**src/rtl/mem_arbiter.sv**
```systemverilog
// Shares one RAM port between the instruction-fetch and data requesters.
// It alternates grants on contention, waits on ram_ready, and parks in a sticky error state if the RAM hangs.
module mem_arbiter #(
  parameter int unsigned MAX_WAIT = 15
) (
  input  logic        CLK,
  input  logic        nRST,
  input  logic        iREN,
  input  logic [31:0] iaddr,
  output logic [31:0] iload,
  output logic        ihit,
  input  logic        dREN,
  input  logic        dWEN,
  input  logic [31:0] daddr,
  input  logic [31:0] dstore,
  output logic [31:0] dload,
  output logic        dhit,
  output logic        ramREN,
  output logic        ramWEN,
  output logic [31:0] ramaddr,
  output logic [31:0] ramstore,
  input  logic [31:0] ramload,
  input  logic        ram_ready,
  output logic        busy,
  output logic        timeout
);

  typedef enum logic [2:0] {
    S_IDLE  = 3'd0,
    S_IACC  = 3'd1,
    S_DACC  = 3'd2,
    S_IDONE = 3'd3,
    S_DDONE = 3'd4,
    S_ERR   = 3'd5
  } state_e;

  localparam logic [7:0] MAX_WAIT_C = 8'(MAX_WAIT);

  state_e      state_q, state_d;
  logic        last_d_q, last_d_d;
  logic        wr_q, wr_d;
  logic [7:0]  wait_cnt_q, wait_cnt_d;
  logic [31:0] ramaddr_q, ramaddr_d;
  logic [31:0] ramstore_q, ramstore_d;
  logic [31:0] iload_q, iload_d;
  logic [31:0] dload_q, dload_d;
  logic        ihit_q, ihit_d;
  logic        dhit_q, dhit_d;
  logic        ramren_q, ramren_d;
  logic        ramwen_q, ramwen_d;
  logic        busy_q, busy_d;
  logic        timeout_q, timeout_d;
  logic        d_req_s;

  assign d_req_s = dREN | dWEN;

  // State register
  always_ff @(posedge CLK or negedge nRST) begin
    if (!nRST) begin
      state_q <= S_IDLE;
    end else begin
      state_q <= state_d;
    end
  end

  // Next-state logic; on a tie last_d_q picks the requester not served last time
  always_comb begin
    state_d = state_q;
    case (state_q)
      S_IDLE: begin
        if (d_req_s && (!iREN || !last_d_q)) begin
          state_d = S_DACC;
        end else if (iREN) begin
          state_d = S_IACC;
        end else begin
          state_d = S_IDLE;
        end
      end
      S_IACC: begin
        if (ram_ready) begin
          state_d = S_IDONE;
        end else if (wait_cnt_q == MAX_WAIT_C) begin
          state_d = S_ERR;
        end else begin
          state_d = S_IACC;
        end
      end
      S_DACC: begin
        if (ram_ready) begin
          state_d = S_DDONE;
        end else if (wait_cnt_q == MAX_WAIT_C) begin
          state_d = S_ERR;
        end else begin
          state_d = S_DACC;
        end
      end
      S_IDONE: state_d = S_IDLE;
      S_DDONE: state_d = S_IDLE;
      S_ERR:   state_d = S_ERR;
      default: state_d = S_IDLE;
    endcase
  end

  // Grant capture, wait counting, load-data latching and fairness flag
  always_comb begin
    wait_cnt_d = wait_cnt_q;
    last_d_d   = last_d_q;
    wr_d       = wr_q;
    ramaddr_d  = ramaddr_q;
    ramstore_d = ramstore_q;
    iload_d    = iload_q;
    dload_d    = dload_q;
    case (state_q)
      S_IDLE: begin
        wait_cnt_d = 8'd0;
        if (state_d == S_DACC) begin
          ramaddr_d  = daddr;
          ramstore_d = dstore;
          wr_d       = dWEN;
        end else if (state_d == S_IACC) begin
          ramaddr_d = iaddr;
        end else begin
          ramaddr_d = ramaddr_q;
        end
      end
      S_IACC, S_DACC: begin
        if (ram_ready) begin
          if (state_q == S_IACC) begin
            iload_d = ramload;
          end else if (!wr_q) begin
            dload_d = ramload;
          end else begin
            dload_d = dload_q;
          end
        end else if (wait_cnt_q != MAX_WAIT_C) begin
          wait_cnt_d = wait_cnt_q + 8'd1;
        end else begin
          wait_cnt_d = wait_cnt_q;
        end
      end
      S_IDONE: last_d_d = 1'b0;
      S_DDONE: last_d_d = 1'b1;
      S_ERR:   wait_cnt_d = wait_cnt_q;
      default: wait_cnt_d = wait_cnt_q;
    endcase
  end

  // Output decode from the next state so every port comes straight off a flop
  always_comb begin
    ramren_d  = (state_d == S_IACC) || ((state_d == S_DACC) && !wr_d);
    ramwen_d  = (state_d == S_DACC) && wr_d;
    ihit_d    = (state_d == S_IDONE);
    dhit_d    = (state_d == S_DDONE);
    busy_d    = (state_d != S_IDLE);
    timeout_d = (state_d == S_ERR);
  end

  // Datapath and output registers
  always_ff @(posedge CLK or negedge nRST) begin
    if (!nRST) begin
      last_d_q   <= 1'b0;
      wr_q       <= 1'b0;
      wait_cnt_q <= 8'd0;
      ramaddr_q  <= 32'd0;
      ramstore_q <= 32'd0;
      iload_q    <= 32'd0;
      dload_q    <= 32'd0;
      ihit_q     <= 1'b0;
      dhit_q     <= 1'b0;
      ramren_q   <= 1'b0;
      ramwen_q   <= 1'b0;
      busy_q     <= 1'b0;
      timeout_q  <= 1'b0;
    end else begin
      last_d_q   <= last_d_d;
      wr_q       <= wr_d;
      wait_cnt_q <= wait_cnt_d;
      ramaddr_q  <= ramaddr_d;
      ramstore_q <= ramstore_d;
      iload_q    <= iload_d;
      dload_q    <= dload_d;
      ihit_q     <= ihit_d;
      dhit_q     <= dhit_d;
      ramren_q   <= ramren_d;
      ramwen_q   <= ramwen_d;
      busy_q     <= busy_d;
      timeout_q  <= timeout_d;
    end
  end

  assign iload    = iload_q;
  assign dload    = dload_q;
  assign ihit     = ihit_q;
  assign dhit     = dhit_q;
  assign ramREN   = ramren_q;
  assign ramWEN   = ramwen_q;
  assign ramaddr  = ramaddr_q;
  assign ramstore = ramstore_q;
  assign busy     = busy_q;
  assign timeout  = timeout_q;

endmodule
```
**config.mk**
```make
export PLATFORM = sky130hd
export DESIGN_NAME = mem_arbiter
export DESIGN_NICKNAME = d
export VERILOG_FILES = /design/src/rtl/mem_arbiter.sv
export SDC_FILE = /design/constraint.sdc
export NUM_CORES = 1
export LEC_CHECK = 0
export ABC_AREA = 1
export CAP_MARGIN = 20
export CELL_PAD_IN_SITES_DETAIL_PLACEMENT = 0
export CELL_PAD_IN_SITES_GLOBAL_PLACEMENT = 2
export CORE_MARGIN = 1
export CORE_UTILIZATION = 21
export CTS_CLUSTER_SIZE = 30
export DETAILED_ROUTE_END_ITERATION = 7
export HOLD_SLACK_MARGIN = 0.12
export PLACE_DENSITY = 0.81
export SLEW_MARGIN = 40
export SYNTH_ARGS = -nofsm -noshare
export SYNTH_HDL_FRONTEND = slang
export SYNTH_SLANG_ARGS = --single-unit
```
**constraint.sdc**
```tcl
create_clock -name CLK -period 1.6 [get_ports CLK]
set_input_delay 0.32 -clock CLK [delete_from_list [all_inputs] [get_ports CLK]]
set_output_delay 0.32 -clock CLK [all_outputs]
set_load 0.1 [all_outputs]
```
==> impl_metrics.tcl, run 1 <==
set metrics [dict create \
    synth.net_count 873 \
    crit_path_end_kind "register" \
    yosysWarnings 0 \
    wire_per_inst_um 16.42 \
    most-common-layout-cells "nand2_1, buf_12, dfrtp_1" \
    io_buffer_count 267 \
    clock_latency_ns 0.43 \
    multi_input_area_sq_mm 0.002910 \
    seq_area_sq_mm 0.003679 \
    hold_slack_ns 0.3581 \
    worst_pin_slew_ns 0.4721 \
    place.gp.congestion 0.7720 \
    antenna_found_initial 0 \
    cts_buffers 17 \
    criticalPathCategory "register to register" \
    r2r-start "wait_cnt_q[0]" \
    path_clk_slew_ns 0.07 \
    hold_viol 0 \
    worstPathRequired_ns 1.91 \
    root_buffer "clkbuf_16" \
    dr.pass1.iters 4 \
    ys_seq_elements 147 \
    via_count 6221 \
    relSlewSlack_pct 68.53 \
    crit_start "wait_cnt_q[0]" \
    grt_pass1_vias 6080 \
    min_path_type "input pin to async pin" \
    grtUsageTotal_pct 14.69 \
    crit_fanout 8 \
    ant_nets 0 \
    layout_min_cycle_time_ns 1.837 \
    antenna_cells 0 \
    fmax_mhz 544.3 \
    die_w_um 174.4 \
    violations "setup timing" \
    cts_sinks 147 \
    drtIter0Drc 211 \
    setup_slack_ns -0.2372 \
    syn_area_per_cell_sq_um 8.458 \
    synth_cell_types 25 \
    setup_viol 66 \
    grt_pass1_wl_mm 34.38 \
    syn_inst 738 \
    grt_max_degree 52 \
    viasPerCell 4.226 \
    timing.rr.end "ramaddr[21]" \
    nets 1210 \
    crit_path_end "ramaddr[21]" \
    cts_buffer_depth 2 \
    die_h_um 174.4 \
    worstRegToRegCells 11 \
    cts_tree "done" \
    hpwl_mm 15.08 \
    cts_max_level 4 \
    grt.overflow.total 0 \
    place_inst 1401 \
    skew_ns 0.01263 \
    num_rows 62 \
    slew_viol_final 0 \
    final_common_cell "nand2_1" \
    rsz0062_at_grt "true" \
    drc 0 \
    rrSetupSlack_ns -0.24 \
    arrival_ns 2.15 \
    cap_violations 0 \
    outcome "finished with violations" \
    core_area_sq_mm 0.02894 \
    ioPinCount 268 \
    ys_seq_area_share_pct 58.93 \
    routed_wl_mm 24.16 \
    drive_gt1_share_pct 38.05 \
    area_growth_pct 108.2 \
    initial_core_util_pct 21.57 \
    n_fill_cell 2677 \
    fin_cells 1472 \
    cp-start-kind "register" \
    synth_area_sq_mm 0.006242 \
    period_share_pct 114.8 \
    die-area_sq_mm 0.03042 \
]
==> worst min path at each step <==
stage | start | end | depth (start not counted)
final | nRST | iload[8] | 2
after global routing | nRST | iload[8] | 2
after CTS | nRST | iload[8] | 2
after detailed placement | nRST | iload[8] | 1
after global placement | nRST | dload[8] | 1
after floorplan | nRST | busy | 0
==> sequential cells by signal, summed over array words and instances (netlist names), 3 cells and up <==
signal	cells
iload	32
wait_cnt_q	8
ramstore	32
ramaddr	32
dload	32
state_q	3
==> Yosys cell counts <==
| cell type | n | area share [%] |
|---|---|---|
| nand3_2 | 1 | 0.16 |
| xor2_1 | 1 | 0.14 |
| o21ai_1 | 10 | 0.80 |
| nand3_1 | 76 | 6.1 |
| nand4_1 | 5 | 0.50 |
| buf_4 | 3 | 0.36 |
| buf_2 | 10 | 0.80 |
| nand2_4 | 4 | 0.72 |
| o21ai_0 | 66 | 5.3 |
| ha_1 | 1 | 0.20 |
| or2_2 | 3 | 0.30 |
| a31oi_1 | 1 | 0.10 |
| inv_2 | 4 | 0.24 |
| nor3_1 | 3 | 0.24 |
| clkbuf_1 | 22 | 1.3 |
| nor2_2 | 3 | 0.30 |
| nand2_2 | 1 | 0.10 |
| inv_1 | 49 | 2.9 |
| nand2_1 | 309 | 19 |
| nor2_4 | 2 | 0.36 |
| a21oi_1 | 4 | 0.32 |
| or2_1 | 1 | 0.10 |
| buf_6 | 3 | 0.54 |
| dfrtp_1 | 147 | 59 |
| nor2_1 | 9 | 0.54 |
==> layout make-up <==
| type | count | share of cell area (%) |
|---|---|---|
| flip-flops and latches | 147 | 28.30 |
| multi-input cells | 504 | 22.39 |
| repair buffers | 352 | 39.78 |
| inverters | 53 | 1.589 |
| clock inverters | 14 | 0.9339 |
| well taps | 384 | 3.697 |
| clock buffers | 18 | 3.302 |
==> per-stage QoR <==
stage               setup slack (ns)  utilization (%)  setup TNS, ns  area, sq um
global placement             -0.5352            38.21         -35.84        11060
global route                 -0.3581            44.91         -16.54        13000
detailed placement           -0.5917            38.21         -38.03        11060
CTS                          -0.1875            41.83         -8.824        12100
finish                       -0.2372            44.91         -9.139        13000
floorplan                   -0.06470                -         -1.941         6251
==> kinds of logic (layout without fill, tap and decap cells) <==
family / Yosys count / count (layout) / share of synthesized area [%]
fa+ha+maj: 1 / 1 / 0.2004
flops: 147 / 147 / 58.93
xor+xnor: 1 / 1 / 0.1403
buf+inv: 91 / 437 / 6.214
compound gates: 81 / 81 / 6.514
simple gates: 417 / 421 / 28.00
==> per-layer routing <==
| metal | vias up | GRT usage, % | part of all wire, % |
|---|---|---|---|
| li1 | 3014 | - | - |
| met1 | 2957 | 18.97 | 42 |
| met2 | 231 | 23.77 | 49 |
| met3 | 19 | 4.921 | 7.3 |
| met4 | 0 | 2.997 | 1.5 |
| met5 | - | 0 | 0 |
==> worst max-delay path, stage by stage, from the launching register on <==
cell	delay, ns
dfrtp_1	0.41
ha_4	0.19
nand2_2	0.07
nor2_2	0.04
nand2_2	0.12
nand2_2	0.09
a21oi_4	0.18
nand3_4	0.16
nand2_8	0.18
nand2_4	0.12
nand2_1	0.09
nand2_1	0.06
==> repair_timing <==
| action | CTS | global route |
|---|---|---|
| cloned | 8 | 15 |
| endpoints found under the hold margin | 29 | 0 |
| endpoints found under the setup margin | 68 | 138 |
| hold buffers | 1 | 0 |
| gates resized for setup | 87 | 164 |
| pin swaps | 14 | 46 |
| setup buffers | 10 | 8 |
Power of run 1 is left out: the tool's default activity adds up to more than one toggle a clock period on the data nets, which glitch-free logic cannot reach.
==> run 2, diff against run 1 <==
- ABC_AREA: 1 -> not set
- CORE_UTILIZATION: 21 -> 24
- PLACE_DENSITY: 0.81 -> 0.8
==> run 2 against run 1 <==
Synthesized area is 2.5% lower; the flow still finishes with violations (setup timing); sequential share of layout area grew 1.4 points; fmax is 19% lower; count of clock-buffer cells in the layout increased by 4; global-route usage increased by 1.1 points; die area shrank 15%; cell count fell by 26%; register-to-register slack worse by 0.42 ns; cell area fell by 4.8%; non-clock buffer count fell by 7; setup slack worse by 0.42 ns; sequential cell count unchanged.
==> impl_metrics.tcl, run 2 <==
set metrics [dict create \
    criticalPathCategory "register to register" \
    cts_tree "done" \
    ys_seq_area_share_pct 60.43 \
    min_path_type "input pin to async pin" \
    grt_pass1_vias 5401 \
    clock_latency_ns 0.42 \
    cts_buffers 17 \
    area_growth_pct 103.3 \
    worstPathRequired_ns 1.90 \
    rsz0062_at_grt "true" \
    synth_area_sq_mm 0.006087 \
    worst_pin_slew_ns 0.5290 \
    synthFlopType "dfrtp_1" \
    ant_nets 0 \
    cp-start-kind "register" \
    ys_seq_elements 147 \
    most-common-layout-cells "buf_12, dfrtp_1, clkdlybuf4s50_1" \
    hold_slack_ns 0.3504 \
    grt_max_degree 49 \
    initial_core_util_pct 24.74 \
    nets 881 \
    setup_viol 145 \
    relSlewSlack_pct 64.60 \
    cts_buffer_depth 2 \
    place_inst 1015 \
    cts_sinks 147 \
    drive_gt1_share_pct 52.64 \
    arrival_ns 2.56 \
    grtUsageTotal_pct 15.82 \
    violations "setup timing" \
    antenna_cells 0 \
    yosysWarnings 0 \
    cap_violations 0 \
    antenna_found_initial 0 \
    ys_top_cells_by_area "dfrtp_1, mux2_2, mux2_1, buf_2, clkbuf_1" \
    root_buffer "clkbuf_16" \
    fin_cells 1082 \
    fmax_mhz 442.2 \
    via_count 4691 \
    grt_pass1_wl_mm 31.03 \
    wire_per_inst_um 18.75 \
    die_w_um 161.3 \
    syn_area_per_cell_sq_um 15.10 \
    drtIter0Drc 133 \
    final.setup.tns_ns -59.13 \
    grt.overflow.total 0 \
    core_area_sq_mm 0.02460 \
    dr.pass1.iters 4 \
    die-area_sq_mm 0.02600 \
    synth_cell_types 45 \
    syn_inst 403 \
    place.gp.congestion 0.7778 \
    crit_path_end_kind "register" \
    slew_viol_final 0 \
    outcome "finished with violations" \
    layout_min_cycle_time_ns 2.261 \
    final_common_cell "buf_12" \
    period_share_pct 141.3 \
    synth_most_common_cell "dfrtp_1" \
    num_rows 57 \
    synth.top_cell.area_share_pct 60.43 \
    die_h_um 161.3 \
    ioPinCount 268 \
    path_clk_slew_ns 0.06 \
    io_buffer_count 267 \
    worstRegToRegCells 7 \
    crit_fanout 12 \
    viasPerCell 4.335 \
    synth.net_count 538 \
    routed_wl_mm 20.28 \
    cts_max_level 4 \
    synth_common_cells "dfrtp_1, mux2_2, mux2_1, buf_2, clkbuf_1" \
    synth_edf_count 0 \
    async_flop_share_pct 100.0 \
    drc 0 \
    skew_ns 0.006045 \
    yosys.area.top_type "dfrtp_1" \
    fin_util_pct 50.30 \
    setup_slack_ns -0.6615 \
    hold_viol 0 \
    hpwl_mm 13.60 \
]
-- run 2: cell types whose count changed in the layout (fill, tap and decap cells not counted), moves of 17 or more --
cell,before,now
mux2_2,0,62
mux2_1,0,32
o21ai_0,32,3
o21ai_1,17,0
nand2_1,224,7
nand2_2,65,0
o21ai_2,27,1
mux2_4,0,67
nand3_1,57,2
nand2_4,22,0
inv_1,46,3
-- run 2: final timing paths --
path                                  from      endpoint  slack, ns
worst max-delay path            state_q[2]    ramaddr[1]      -0.66
worst min-delay path                  nRST      iload[6]       0.35
worst max register to register  state_q[2]    ramaddr[1]      -0.66
worst min register to register  ramaddr[3]    ramaddr[3]       0.57
max in group asynchronous             nRST    state_q[2]       0.67
min in group CLK                dstore[14]  ramstore[14]       0.52
-- run 2: cell families (layout without fill, tap and decap cells) --
logic type | after synthesis | count (layout) | share of synthesized area [%]
multiplexers | 162 | 162 | 29.95
flip-flops | 147 | 147 | 60.43
AND/OR/NAND/NOR | 38 | 38 | 3.597
AO/OA/AOI/OAI | 25 | 25 | 3.330
buffers and inverters | 25 | 380 | 1.726
adder cells (fa/ha/maj) | 3 | 3 | 0.5344
XOR/XNOR | 3 | 3 | 0.4317
-- run 2: repair_timing --
action	in CTS	in global routing
gates cloned	10	0
hold endpoints to repair	28	0
hold buffers	1	0
pin swaps	13	10
buffers inserted	19	13
endpoints found under the setup margin	144	145
resized for setup	88	51
-- run 2: worst max-delay path: stages, from the launching register on --
cell and delay (ns):
dfrtp_2 0.45, or3_4 0.38, a211oi_4 0.28, o311ai_4 0.14
buf_4 0.18, buf_16 0.15, mux2_1 0.31, mux2_2 0.26
-- run 2: layout make-up --
cell class	count	area (sq um)
repair buffers	345	5007
clock inverters	9	106.4
multi-input cells	231	2695
flip-flops and latches	147	3680
fillers	2071	12230
inverters	4	17.52
clock buffers	22	464.2
well taps	324	405.4
-- run 2: per-stage QoR --
step / area [sq um] / setup WS (ns)
detailed placement: 10810 / -0.9751
floorplan: 6195 / -0.5982
CTS: 12170 / -0.6459
finish: 12380 / -0.6615
global placement: 10810 / -0.9231
global route: 12380 / -0.7538
-- run 2: routing by layer --
| metal | global-route usage (%) | vias to the layer above | routed length, um |
|---|---|---|---|
| met5 | 0 | - | 0 |
| met4 | 6.132 | 0 | 414 |
| met3 | 4.854 | 28 | 1195 |
| met2 | 29.02 | 145 | 11220 |
| met1 | 16.84 | 2383 | 7452 |
| li1 | - | 2135 | - |
Power of run 2 is left out for the same reason.
